**src/rtl/microbot_pkg.sv**
```systemverilog
// Shared definitions for the microbot two-motor H-bridge driver: state encoding,
// command field positions, command encodings and parameter defaults.
package microbot_pkg;

    typedef enum logic [1:0] {
        ST_OFF  = 2'd0,
        ST_DEAD = 2'd1,
        ST_RUN  = 2'd2
    } motor_state_t;

    // Command field positions inside the 4-bit cmd bus.
    localparam int CMD_A_HI = 3;
    localparam int CMD_A_LO = 2;
    localparam int CMD_B_HI = 1;
    localparam int CMD_B_LO = 0;

    localparam logic [1:0] CMD_COAST   = 2'b00;
    localparam logic [1:0] CMD_RIGHT   = 2'b10;
    localparam logic [1:0] CMD_LEFT    = 2'b01;
    localparam logic [1:0] CMD_ILLEGAL = 2'b11;

    localparam int unsigned DEADTIME_DEFAULT = 4;
    localparam int unsigned RAMP_DIV_DEFAULT = 16;

    localparam int PWM_W = 4;

endpackage

```
**src/rtl/microbot_motor_driver_channel.sv**
```systemverilog
// One motor: OFF/DEAD/RUN state machine, dead-time counter, ramp counter,
// PWM level and sticky fault bit. Leg drives are registered.
module motor_channel
    import microbot_pkg::*;
#(
    parameter int unsigned DEADTIME = DEADTIME_DEFAULT,
    parameter int unsigned RAMP_DIV = RAMP_DIV_DEFAULT
) (
    input  logic               clk,
    input  logic               reset,
    input  logic               enable,
    input  logic [1:0]         cmd,
    input  logic [PWM_W-1:0]   duty,
    input  logic [PWM_W-1:0]   pwm_next,
    input  logic               clear_fault,
    output logic [1:0]         legs,
    output motor_state_t       state,
    output logic               fault
);

    localparam logic [7:0]  DEAD_LOAD = 8'(DEADTIME - 1);
    localparam logic [15:0] RAMP_LAST = 16'(RAMP_DIV - 1);

    motor_state_t     state_n;
    logic [1:0]       dir, dir_n;
    logic [PWM_W-1:0] level, level_n;
    logic [7:0]       dead_cnt, dead_n;
    logic [15:0]      ramp_cnt, ramp_n;
    logic             fault_n;
    logic [1:0]       legs_n;

    always_comb begin
        state_n = state;
        dir_n   = dir;
        level_n = level;
        dead_n  = dead_cnt;
        ramp_n  = ramp_cnt;
        fault_n = fault & ~clear_fault;
        if (!enable) begin
            state_n = ST_OFF;
            level_n = '0;
        end else if (cmd == CMD_ILLEGAL) begin
            state_n = ST_OFF;
            level_n = '0;
            fault_n = 1'b1;
        end else begin
            case (state)
                ST_OFF: begin
                    level_n = '0;
                    if (cmd != CMD_COAST) begin
                        dir_n   = cmd;
                        dead_n  = DEAD_LOAD;
                        state_n = ST_DEAD;
                    end
                end
                ST_DEAD: begin
                    if (cmd == CMD_COAST) begin
                        state_n = ST_OFF;
                    end else if (cmd != dir) begin
                        dir_n  = cmd;
                        dead_n = DEAD_LOAD;
                    end else if (dead_cnt == 8'd0) begin
                        state_n = ST_RUN;
                        level_n = '0;
                        ramp_n  = '0;
                    end else begin
                        dead_n = dead_cnt - 8'd1;
                    end
                end
                ST_RUN: begin
                    if (cmd == CMD_COAST) begin
                        state_n = ST_OFF;
                        level_n = '0;
                    end else if (cmd != dir) begin
                        state_n = ST_DEAD;
                        dir_n   = cmd;
                        level_n = '0;
                        dead_n  = DEAD_LOAD;
                    end else if (duty < level) begin
                        // Instant ramp-down; the ramp timer restarts from the new level.
                        level_n = duty;
                        ramp_n  = '0;
                    end else if (level < duty) begin
                        if (ramp_cnt == RAMP_LAST) begin
                            level_n = level + 1'b1;
                            ramp_n  = '0;
                        end else begin
                            ramp_n = ramp_cnt + 16'd1;
                        end
                    end else begin
                        ramp_n = '0;
                    end
                end
                default: state_n = ST_OFF;
            endcase
        end
    end

    // Legs are computed from next-cycle state and PWM count so the register shows
    // the drive belonging to the cycle it is visible in. dir is only ever 10 or 01.
    always_comb begin
        legs_n = 2'b00;
        if (state_n == ST_RUN && pwm_next < level_n) begin
            legs_n = dir_n;
        end
    end

    always_ff @(posedge clk) begin
        if (reset) begin
            state    <= ST_OFF;
            dir      <= 2'b00;
            level    <= '0;
            dead_cnt <= '0;
            ramp_cnt <= '0;
            fault    <= 1'b0;
            legs     <= 2'b00;
        end else begin
            state    <= state_n;
            dir      <= dir_n;
            level    <= level_n;
            dead_cnt <= dead_n;
            ramp_cnt <= ramp_n;
            fault    <= fault_n;
            legs     <= legs_n;
        end
    end

endmodule

```
**src/rtl/microbot_motor_driver.sv**
```systemverilog
// Two-motor H-bridge driver top: shared free-running PWM counter and two
// motor_channel instances (A on the upper cmd/hbridge bits, B on the lower).
module microbot_motor_driver
    import microbot_pkg::*;
#(
    parameter int unsigned DEADTIME = DEADTIME_DEFAULT,
    parameter int unsigned RAMP_DIV = RAMP_DIV_DEFAULT
) (
    input  logic       clk,
    input  logic       reset,
    input  logic       enable,
    input  logic [3:0] cmd,
    input  logic [3:0] duty,
    input  logic       clear_fault,
    output logic [3:0] hbridge,
    output logic [1:0] running,
    output logic [1:0] fault
);

    logic [PWM_W-1:0] pwm_cnt;
    logic [PWM_W-1:0] pwm_next;
    motor_state_t     state_a;
    motor_state_t     state_b;

    assign pwm_next = pwm_cnt + 1'b1;

    always_ff @(posedge clk) begin
        if (reset) begin
            pwm_cnt <= '0;
        end else begin
            pwm_cnt <= pwm_next;
        end
    end

    motor_channel #(.DEADTIME(DEADTIME), .RAMP_DIV(RAMP_DIV)) u_motor_a (
        .clk         (clk),
        .reset       (reset),
        .enable      (enable),
        .cmd         (cmd[CMD_A_HI:CMD_A_LO]),
        .duty        (duty),
        .pwm_next    (pwm_next),
        .clear_fault (clear_fault),
        .legs        (hbridge[CMD_A_HI:CMD_A_LO]),
        .state       (state_a),
        .fault       (fault[1])
    );

    motor_channel #(.DEADTIME(DEADTIME), .RAMP_DIV(RAMP_DIV)) u_motor_b (
        .clk         (clk),
        .reset       (reset),
        .enable      (enable),
        .cmd         (cmd[CMD_B_HI:CMD_B_LO]),
        .duty        (duty),
        .pwm_next    (pwm_next),
        .clear_fault (clear_fault),
        .legs        (hbridge[CMD_B_HI:CMD_B_LO]),
        .state       (state_b),
        .fault       (fault[0])
    );

    assign running = {state_a == ST_RUN, state_b == ST_RUN};

endmodule

```
**config.mk**
```make
export PLATFORM = sky130hd
export DESIGN_NAME = microbot_motor_driver
export DESIGN_NICKNAME = d
export VERILOG_FILES = /design/src/rtl/microbot_pkg.sv /design/src/rtl/microbot_motor_driver_channel.sv /design/src/rtl/microbot_motor_driver.sv
export SDC_FILE = /design/constraint.sdc
export NUM_CORES = 1
export LEC_CHECK = 0
export ABC_AREA = 1
export CAP_MARGIN = 10
export CORE_MARGIN = 1.5
export CORE_UTILIZATION = 31
export CTS_CLUSTER_DIAMETER = 60
export DETAILED_ROUTE_END_ITERATION = 7
export PLACE_DENSITY = 0.48
export RECOVER_POWER = 100
export SLEW_MARGIN = 5
export SYNTH_ARGS = -nofsm -noshare
export SYNTH_HDL_FRONTEND = slang
export SYNTH_HIERARCHICAL = 1
export SYNTH_SLANG_ARGS = --single-unit
```
**constraint.sdc**
```tcl
create_clock -name clk -period 2.8 [get_ports clk]
set_input_delay 0.56 -clock clk [delete_from_list [all_inputs] [get_ports clk]]
set_output_delay 0.56 -clock clk [all_outputs]
set_load 0.005 [all_outputs]
```
# Word level (Yosys, flattened, before mapping)
# Cells that the tools add are included.
[classes]
div_mod_pow = 0
mul = 0
addsub = 7
n_shift = 0
reduce_logical = 22
bitwise_logic = 7
mux = 88
n_eq_ne = 28
n_lt_le_gt_ge = 6
[op_table]
columns = ["cell", "n"]
rows = [
  ["16-bit 2-to-1 mux", 16],
  ["8-bit 2-to-1 mux", 12],
  ["4-bit 2-to-1 mux", 20],
  ["16-bit case mux with 2 select lines", 2],
  ["2-bit 2-to-1 mux", 26],
  ["8-bit case mux with 3 select lines", 2],
  ["16-bit by 1-bit adder with 16-bit output (second input constant)", 2],
  ["16-bit by 4-bit == test with 1-bit output (second input constant)", 2],
  ["8-bit AND reduction", 4],
  ["4-bit < comparator", 6],
  ["4-bit case mux with 3 select lines", 2],
  ["8-bit logical NOT", 2],
  ["2-bit inequality test (second input constant)", 8],
  ["8-bit by 1-bit subtractor with 8-bit output (second input constant)", 2],
  ["4-bit by 1-bit adder with 4-bit output (second input constant)", 3],
  ["2-bit == test (second input constant)", 6],
  ["2-bit by 1-bit inequality test with 1-bit output (second input constant)", 6],
  ["2-bit case mux with 3 select lines", 2],
  ["2-bit logical NOT", 4],
  ["2-bit case mux with 2 select lines", 2],
  ["2-bit nonzero test", 4],
  ["2-bit OR reduction", 4],
  ["3-bit by 2-bit inequality test with 1-bit output (second input constant)", 2],
  ["3-bit nonzero test", 2],
  ["other kinds (6)", 17],
]
[totals]
inputBits = 12
latch_bits = 0
romBits = 0
ram_bits = 0
out_inout_bits = 8
regBits = 74
wordCells = 173
mem_count = 0

# Longest topological paths before layout
# Gate-level depths: netlist of the first run.
[logic_depth]
ltp_word = 13
mapped_depth = 20
mapped_depth_nobuf = 20

# By module
# Netlist of the first run, hierarchy kept.
[modules_own_cells]
columns = ["module", "seq_area_each_um2", "n_inst", "cells_each", "area_per_inst_um2"]
rows = [
  ["motor_channel at u_motor_b", 700.7, 1, 341, 2391.0],
  ["motor_channel at u_motor_a", 700.7, 1, 349, 2314.7],
  ["microbot_motor_driver", 80.1, 1, 25, 178.9],
]

# Worst setup path before layout of the first run
# OpenSTA, ideal clock, no wires.
[synth_timing]
path_type = "input-to-reg"
start = "input port duty[1]"
end = "register u_motor_a.legs[0]"
setup_ps = 64
t_required_ps = 2736
path_stages = 18
arrival_ps = 2385
path_buffers = 0
setup_slack_ps = 351
path_cell_list = "inv_1 -> ha_1 -> nand2_1 -> nand2_1 -> nand2_1 -> nand2_1 -> nor2_2 -> nand3_1 -> nand3_1 -> o211ai_1 -> nand2_1 -> nand2_1 -> ha_1 -> a21oi_1 -> nand3_1 -> nor2_1 -> nand2_1 -> nor2_1"
[synth_between]
elab_chain_len = 12
word_cells_on_any_way = 13
classes_between = "order compare: 3; mux: 7; bitwise: 1; reduce/logical: 2"
[synth_rtl]
columns = ["element", "line", "rtl"]
rows = [
  ["start, declared", "microbot_motor_driver.sv:13", "input logic [3:0] duty,"],
  ["4-bit < comparator", "microbot_motor_driver_channel.sv:83", "end else if (level < duty) begin"],
  ["4-bit 2-to-1 mux", "microbot_motor_driver_channel.sv:83", ""],
  ["4-bit 2-to-1 mux (*)", "microbot_motor_driver_channel.sv:79", "end else if (duty < level) begin"],
  ["4-bit 2-to-1 mux (*)", "microbot_motor_driver_channel.sv:74", "end else if (cmd != dir) begin"],
  ["4-bit 2-to-1 mux (*)", "microbot_motor_driver_channel.sv:71", "if (cmd == CMD_COAST) begin"],
  ["4-bit case mux with 3 select lines (*)", "microbot_motor_driver_channel.sv:47", "case (state)"],
  ["4-bit 2-to-1 mux (*)", "microbot_motor_driver_channel.sv:42", "end else if (cmd == CMD_ILLEGAL) begin"],
  ["4-bit 2-to-1 mux (*)", "microbot_motor_driver_channel.sv:39", "if (!enable) begin"],
  ["4-bit < comparator (*)", "microbot_motor_driver_channel.sv:103", "if (state_n == ST_RUN && pwm_next < level_n) begin"],
  ["1-bit logical AND (*)", "microbot_motor_driver_channel.sv:103", ""],
  ["1-bit NOT (no source line) (*)", "--", ""],
  ["2-bit OR reduction (no source line) (*)", "--", ""],
  ["end signal, assigned", "microbot_motor_driver_channel.sv:124", "legs <= legs_n;"],
  ["end, declared", "microbot_motor_driver_channel.sv:16", "output logic [1:0] legs,"],
]
# Mark *: on every way between the ends. The rest lies on a longest branch, timed or not.
# A chain may end at the register's enable or synchronous reset.

# Final worst setup path of the first run
[layout_timing]
start = "input port cmd[1]"
end = "register u_motor_b.ramp_cnt[5]"
[layout_between]
elab_chain_len = 3
word_cells_on_any_way = 9
classes_between = "eq/ne: 6; bitwise: 1; reduce/logical: 2"
[layout_rtl]
columns = ["element", "line", "rtl"]
rows = [
  ["start, declared", "microbot_motor_driver.sv:12", "input logic [3:0] cmd,"],
  ["2-bit inequality test, or another cell as far along", "microbot_motor_driver_channel.sv:59, microbot_motor_driver_channel.sv:74", ""],
  ["2-bit inequality test (no source line) / 1-bit NOT (equally long branches)", "--", ""],
  ["8-bit AND reduction (no source line) (*)", "--", ""],
  ["end signal, assigned", "microbot_motor_driver_channel.sv:122", "ramp_cnt <= ramp_n;"],
  ["end, declared", "microbot_motor_driver_channel.sv:28", "logic [15:0] ramp_cnt, ramp_n;"],
]
# Marked as above.

==> metrics, run 1 <==
CTS Buffer Depth=2; final core occ=0.379; Reg clk slew, reported paths=0.06 ns; VDD IR max=0.266 mV; final non-filler cell total=990; PnR worst setup slack=0.214 ns; Slew HR=0.301; Hold Buf Count CTS=0; layout cells sized above 1=0.142; worst-path cell chain=clkdlybuf4s50_1 -> clkbuf_4 -> nand2_1 -> nand2_1 -> nor4_2 -> nand2_4 -> clkinvlp_4 -> a21oi_1 -> inv_2 -> nor2_1; largest net degree at the start of global routing=18; Vias/cell=4.66; Detailed Place HPWL=8850 um; ANT nets after route=0; clock root buffer=clkbuf_16; DR WL met2=5680 um; CTS tree=done; 1st-pass router iterations=4; CP Launch Point=cmd[1]; Synth Flop Type=dfxtp_1; WL final=11500 um; slowest CP cell=clkdlybuf4s50_1; Critical Path Most Common Cell=nand2_1; clk sink count=74; n_diodes=0; average wire per cell in the routed design=11.7 um; Rows=45; start point of the worst min-delay path=u_motor_a/dead_cnt[0]; status=finished, final reports clean; routability cong.=0.835; Power Total=2.63 mW; Final #Nets=815; synthesized area=4880 um2; crit share post-route=0.924; cell taking the most area after synthesis=dfxtp_1; max-cap check violation count=0; detailed router's first-iteration violation count=228; Worst-Skew Late Latency=0.35 ns; initial antenna violation count=0; Syn-to-layout area delta=18.9%; clk_skew=0.00845 ns; Total GRT Usage=0.149; CP arrival=2.81 ns; setup_tns=0 ns; Cells after DPL=974; H-Tree Depth=3; Crit path largest cell delay=0.51 ns; global-route wire length before repair=20000 um; Metal-1 WL=5420 um; share of the synthesized area in the top cell type=0.303; EDFF count, synth=0; hold violation count in the final report=0; worst flop-to-flop path startpoint=u_motor_a/ramp_cnt[1]; Startpoint Class=input pin; most common cell after layout, fill and taps aside=nand2_1; leak pwr=2.59 nW; DRC violations left=0; unique cell type count in the Yosys netlist=50; critical path class=input pin to register; YS warnings=6; RSZ-0062 raised after global routing=no; commonest non-fill, non-tap cells in the layout=nand2_1 (131), inv_1 (119), nor2_1 (87), dfxtp_1 (73), nand3_1 (50); Yosys reg bits=74; Max Fanout on Critical Path=16; Cells after Synth=715; Worst Tran Pin Value=1.05 ns; CP Capture Type=register; Die W=129 um; Min-Delay Path Class=register to register; DR vias=4614; Max Slew Vio Count=0; full die area=16500 um2; Placement Cell Area=5550 um2; vias in the first global route=4563; minimum clock period=2.59 ns; sequential-to-total area share from yosys stat=0.303; CP Data Required Time=3.03 ns; fin area=5810 um2; Die Y=129 um; synthesized net count=756; power density cells=453 nW/um2; Avg Cell Area, Syn=6.83 um2; largest cells by area after synthesis=dfxtp_1 (30%), nand2_1 (10%), inv_1 (9.1%), ha_1 (7.4%), nor2_1 (6.7%); Post-synth ARST share=0; gr ovfl total=0; WL met3=260 um; Core Area=15300 um2; Place WS=-0.408 ns; top routing layer used=met4; Worst Hold Slack=0.463 ns; I/O pins=20; Fmax=387 MHz; number of CTS-inserted buffers=9; Final Setup Violations=0; IO Port Bufs=19; Starting Density=0.319
==> cell families (layout without fill, tap and decap cells) <==
family                   after synthesis  count (layout)  share of synthesized area
AND/OR/NAND/NOR                      346             346                      0.337
buffers and inverters                140             204                      0.117
AO/OA/AOI/OAI                        118             118                      0.155
flip-flops                            74              74                      0.303
adder cells (fa/ha/maj)               29              29                     0.0743
XOR/XNOR                               8               8                     0.0143
==> path summary, 6_finish.rpt <==
path	cells after the start	slack, ns	endpoint
max reg2reg	18	0.38	u_motor_a/legs[0]
min reg2reg	1	0.46	u_motor_a/dead_cnt[0]
min	1	0.46	u_motor_a/dead_cnt[0]
max	10	0.21	u_motor_b/ramp_cnt[5]
==> final cells by class <==
cell class | instances | area, um2
flip-flops and latches | 74 | 1480
multi-input cells | 501 | 2830
clock buffers | 13 | 240
repair buffers | 56 | 452
inverters | 132 | 504
fillers | 1657 | 9510
clock inverters | 3 | 40.0
well taps | 211 | 264
==> state kept, by name (all words and copies together), names as in the netlist <==
signal and cells:
u_motor_a/dir 2, u_motor_b/legs 2, u_motor_a/fault 1, u_motor_b/dead_cnt 8, u_motor_b/fault 1, u_motor_a/ramp_cnt 16
u_motor_a/dead_cnt 8, pwm_cnt 4, u_motor_a/legs 2, u_motor_b/level 4, u_motor_b/dir 2, u_motor_a/state 2
u_motor_b/ramp_cnt 16, u_motor_a/level 4, u_motor_b/state 2
==> routing by layer <==
metal,up-vias,track usage
li1,2437,-
met1,2125,0.178
met2,40,0.264
met3,12,0.0312
met4,0,0.0516
met5,-,0
==> cells in the mapped netlist, types with 6 or more instances <==
cell      number
ha_1          29
dfxtp_1       74
nand3_1       50
nor2_2        12
xor2_1         6
nand2_2        8
o21ai_0       34
nand2_1      133
a21oi_1       42
nand4_1       13
o21ai_1        6
inv_2         10
nor3_1        11
nor2_1        87
a31oi_1        9
inv_1        119
o211ai_1       7
==> power breakdown <==
part	total, mW	internal [mW]	switching [mW]
clock network	1.13	0.688	0.439
logic	0.388	0.149	0.239
registers	1.12	1.09	0.0274
==> worst max-delay path, delay by kind of cell <==
| family | cells | cell delay (ns) |
|---|---|---|
| AO/OA/AOI/OAI | 1 | 0.15 |
| AND/OR/NAND/NOR | 5 | 0.81 |
| buffers and inverters | 4 | 1.27 |
==> timing repair <==
| action | 4_1_cts | 5_1_grt |
|---|---|---|
| endpoints found under the hold margin | 0 | 0 |
| resized for setup | 6 | 10 |
| setup endpoints to repair | 4 | 4 |
| pin swaps | 0 | 2 |
| buffers inserted | 0 | 0 |
Note: power is estimated with default switching activity, not from simulation.
==> run 2, diff against run 1 <==
--- a/config.mk
+++ b/config.mk
@@ -7,6 +7,7 @@
 export LEC_CHECK = 0
 export ABC_AREA = 1
 export CAP_MARGIN = 10
+export CORE_ASPECT_RATIO = 1.1
 export CORE_MARGIN = 1.5
 export CORE_UTILIZATION = 31
 export CTS_CLUSTER_DIAMETER = 60
==> metrics, run 2 (synthesis gave the netlist of run 1 again) <==
status=finished, final reports clean; number of CTS-inserted buffers=9; setup_tns=0 ns; Starting Density=0.321; final core occ=0.380; Final #Nets=818; minimum clock period=2.58 ns; leak pwr=2.63 nW; Die Y=135 um; routability cong.=0.818; CTS tree=done; Worst Tran Pin Value=0.816 ns; max-cap check violation count=0; layout cells sized above 1=0.133; Place WS=-0.390 ns; Hold Buf Count CTS=0; global-route wire length before repair=19500 um; Syn-to-layout area delta=18.5%; final non-filler cell total=978; Reg clk slew, reported paths=0.06 ns; RSZ-0062 raised after global routing=no; Vias/cell=4.72; CP arrival=2.85 ns; Min-Delay Path Class=register to register; most common cell after layout, fill and taps aside=nand2_1; Power Total=2.75 mW; top flop regs=u_motor_a/ramp_cnt (16), u_motor_b/ramp_cnt (16); CP Capture Type=register; WL final=11700 um; VDD IR max=0.283 mV; DR vias=4618; Cells after DPL=962; clock root buffer=clkbuf_16; WL met3=323 um; clk sink count=74; hold violation count in the final report=0; fill count=1628; 1st-pass router iterations=6; initial antenna violation count=0; I/O pins=20; Fmax=387 MHz; Slew HR=0.456; Core Area=15200 um2; largest net degree at the start of global routing=18; Rows=47; H-Tree Depth=3; vias in the first global route=4395; Metal-1 WL=5240 um; power density cells=475 nW/um2; Max Slew Vio Count=0; PnR worst setup slack=0.219 ns; full die area=16500 um2; Final Setup Violations=0; crit share post-route=0.922; clk_skew=0.00437 ns; Max Fanout on Critical Path=17; detailed router's first-iteration violation count=231; commonest non-fill, non-tap cells in the layout=nand2_1 (134), inv_1 (120), nor2_1 (89), dfxtp_1 (74), nand3_1 (51); DR WL met2=5860 um; n_diodes=0; average wire per cell in the routed design=11.9 um; Total GRT Usage=0.148; flop2flop setup slack=0.34 ns; Worst-Skew Late Latency=0.34 ns; DRC violations left=0; Die W=123 um; critical path class=input pin to register; CP Data Required Time=3.07 ns; ANT nets after route=0; Detailed Place HPWL=9070 um; top routing layer used=met4; gr ovfl total=0; IO Port Bufs=19; CTS Buffer Depth=2; Startpoint Class=input pin
==> run 2: cell count changes in the layout (fill, tap and decap cells not counted), sizes merged <==
| cell | delta |
|---|---|
| buf | +7 |
| dlygate4sd3 | +2 |
| inv | -1 |
| dlymetal6s2s | +1 |
| clkinv | +1 |
| clkdlybuf4s15 | -3 |
| dlygate4sd2 | +2 |
| clkdlybuf4s50 | -2 |
| clkbuf | -5 |
| bufinv | +1 |
==> run 2: through the flow <==
stage | area, um2 | hold WS [ns]
after floorplan | 4880 | 0.431
after global placement | 5560 | 0.449
after detailed placement | 5560 | 0.455
after CTS | 5890 | 0.462
after global routing | 5790 | 0.489
final | 5790 | 0.463
==> run 2: timing repair <==
item	in CTS	in global routing
gates cloned	0	0
resized for setup	8	5
pin swaps	0	2
endpoints found under the setup margin	4	4
setup buffers	0	0
==> run 2: report_power, final <==
part	total (mW)	switching [mW]	internal (mW)	leakage (nW)
sequential	1.12	0.0272	1.09	0.600
clock	1.25	0.471	0.783	0.147
combinational	0.381	0.232	0.149	1.88
==> run 2: metal layers <==
metal	up-vias	global-route usage
met3	17	0.0274
met4	0	0.0646
met5	-	0
li1	2449	-
met2	55	0.264
met1	2097	0.169
==> run 2: worst paths after layout <==
| path | startpoint | endpoint | cells past startpoint |
|---|---|---|---|
| worst min register to register | u_motor_b/fault | u_motor_b/fault | 2 |
| worst max register to register | u_motor_a/ramp_cnt[0] | u_motor_a/legs[1] | 18 |
| worst min-delay path | u_motor_b/fault | u_motor_b/fault | 2 |
| worst max-delay path | cmd[3] | u_motor_a/ramp_cnt[9] | 13 |
==> run 2: critical path, cell delays in order <==
cell	delay, ns
dlygate4sd3_1	0.62
inv_1	0.08
nand2_1	0.06
nand2_1	0.08
and2_4	0.16
nand2_1	0.13
nor3_4	0.04
nand2_1	0.29
inv_6	0.13
a21oi_1	0.27
buf_4	0.18
o21ai_0	0.08
a31oi_1	0.15
==> run 2: layout make-up <==
class | count | area (um2) | area share
well taps | 196 | 245 | 0.0424
multi-input cells | 501 | 2760 | 0.476
flip-flops and latches | 74 | 1480 | 0.256
repair buffers | 59 | 485 | 0.0839
clock buffers | 12 | 236 | 0.0409
inverters | 132 | 505 | 0.0874
clock inverters | 4 | 76.3 | 0.0132
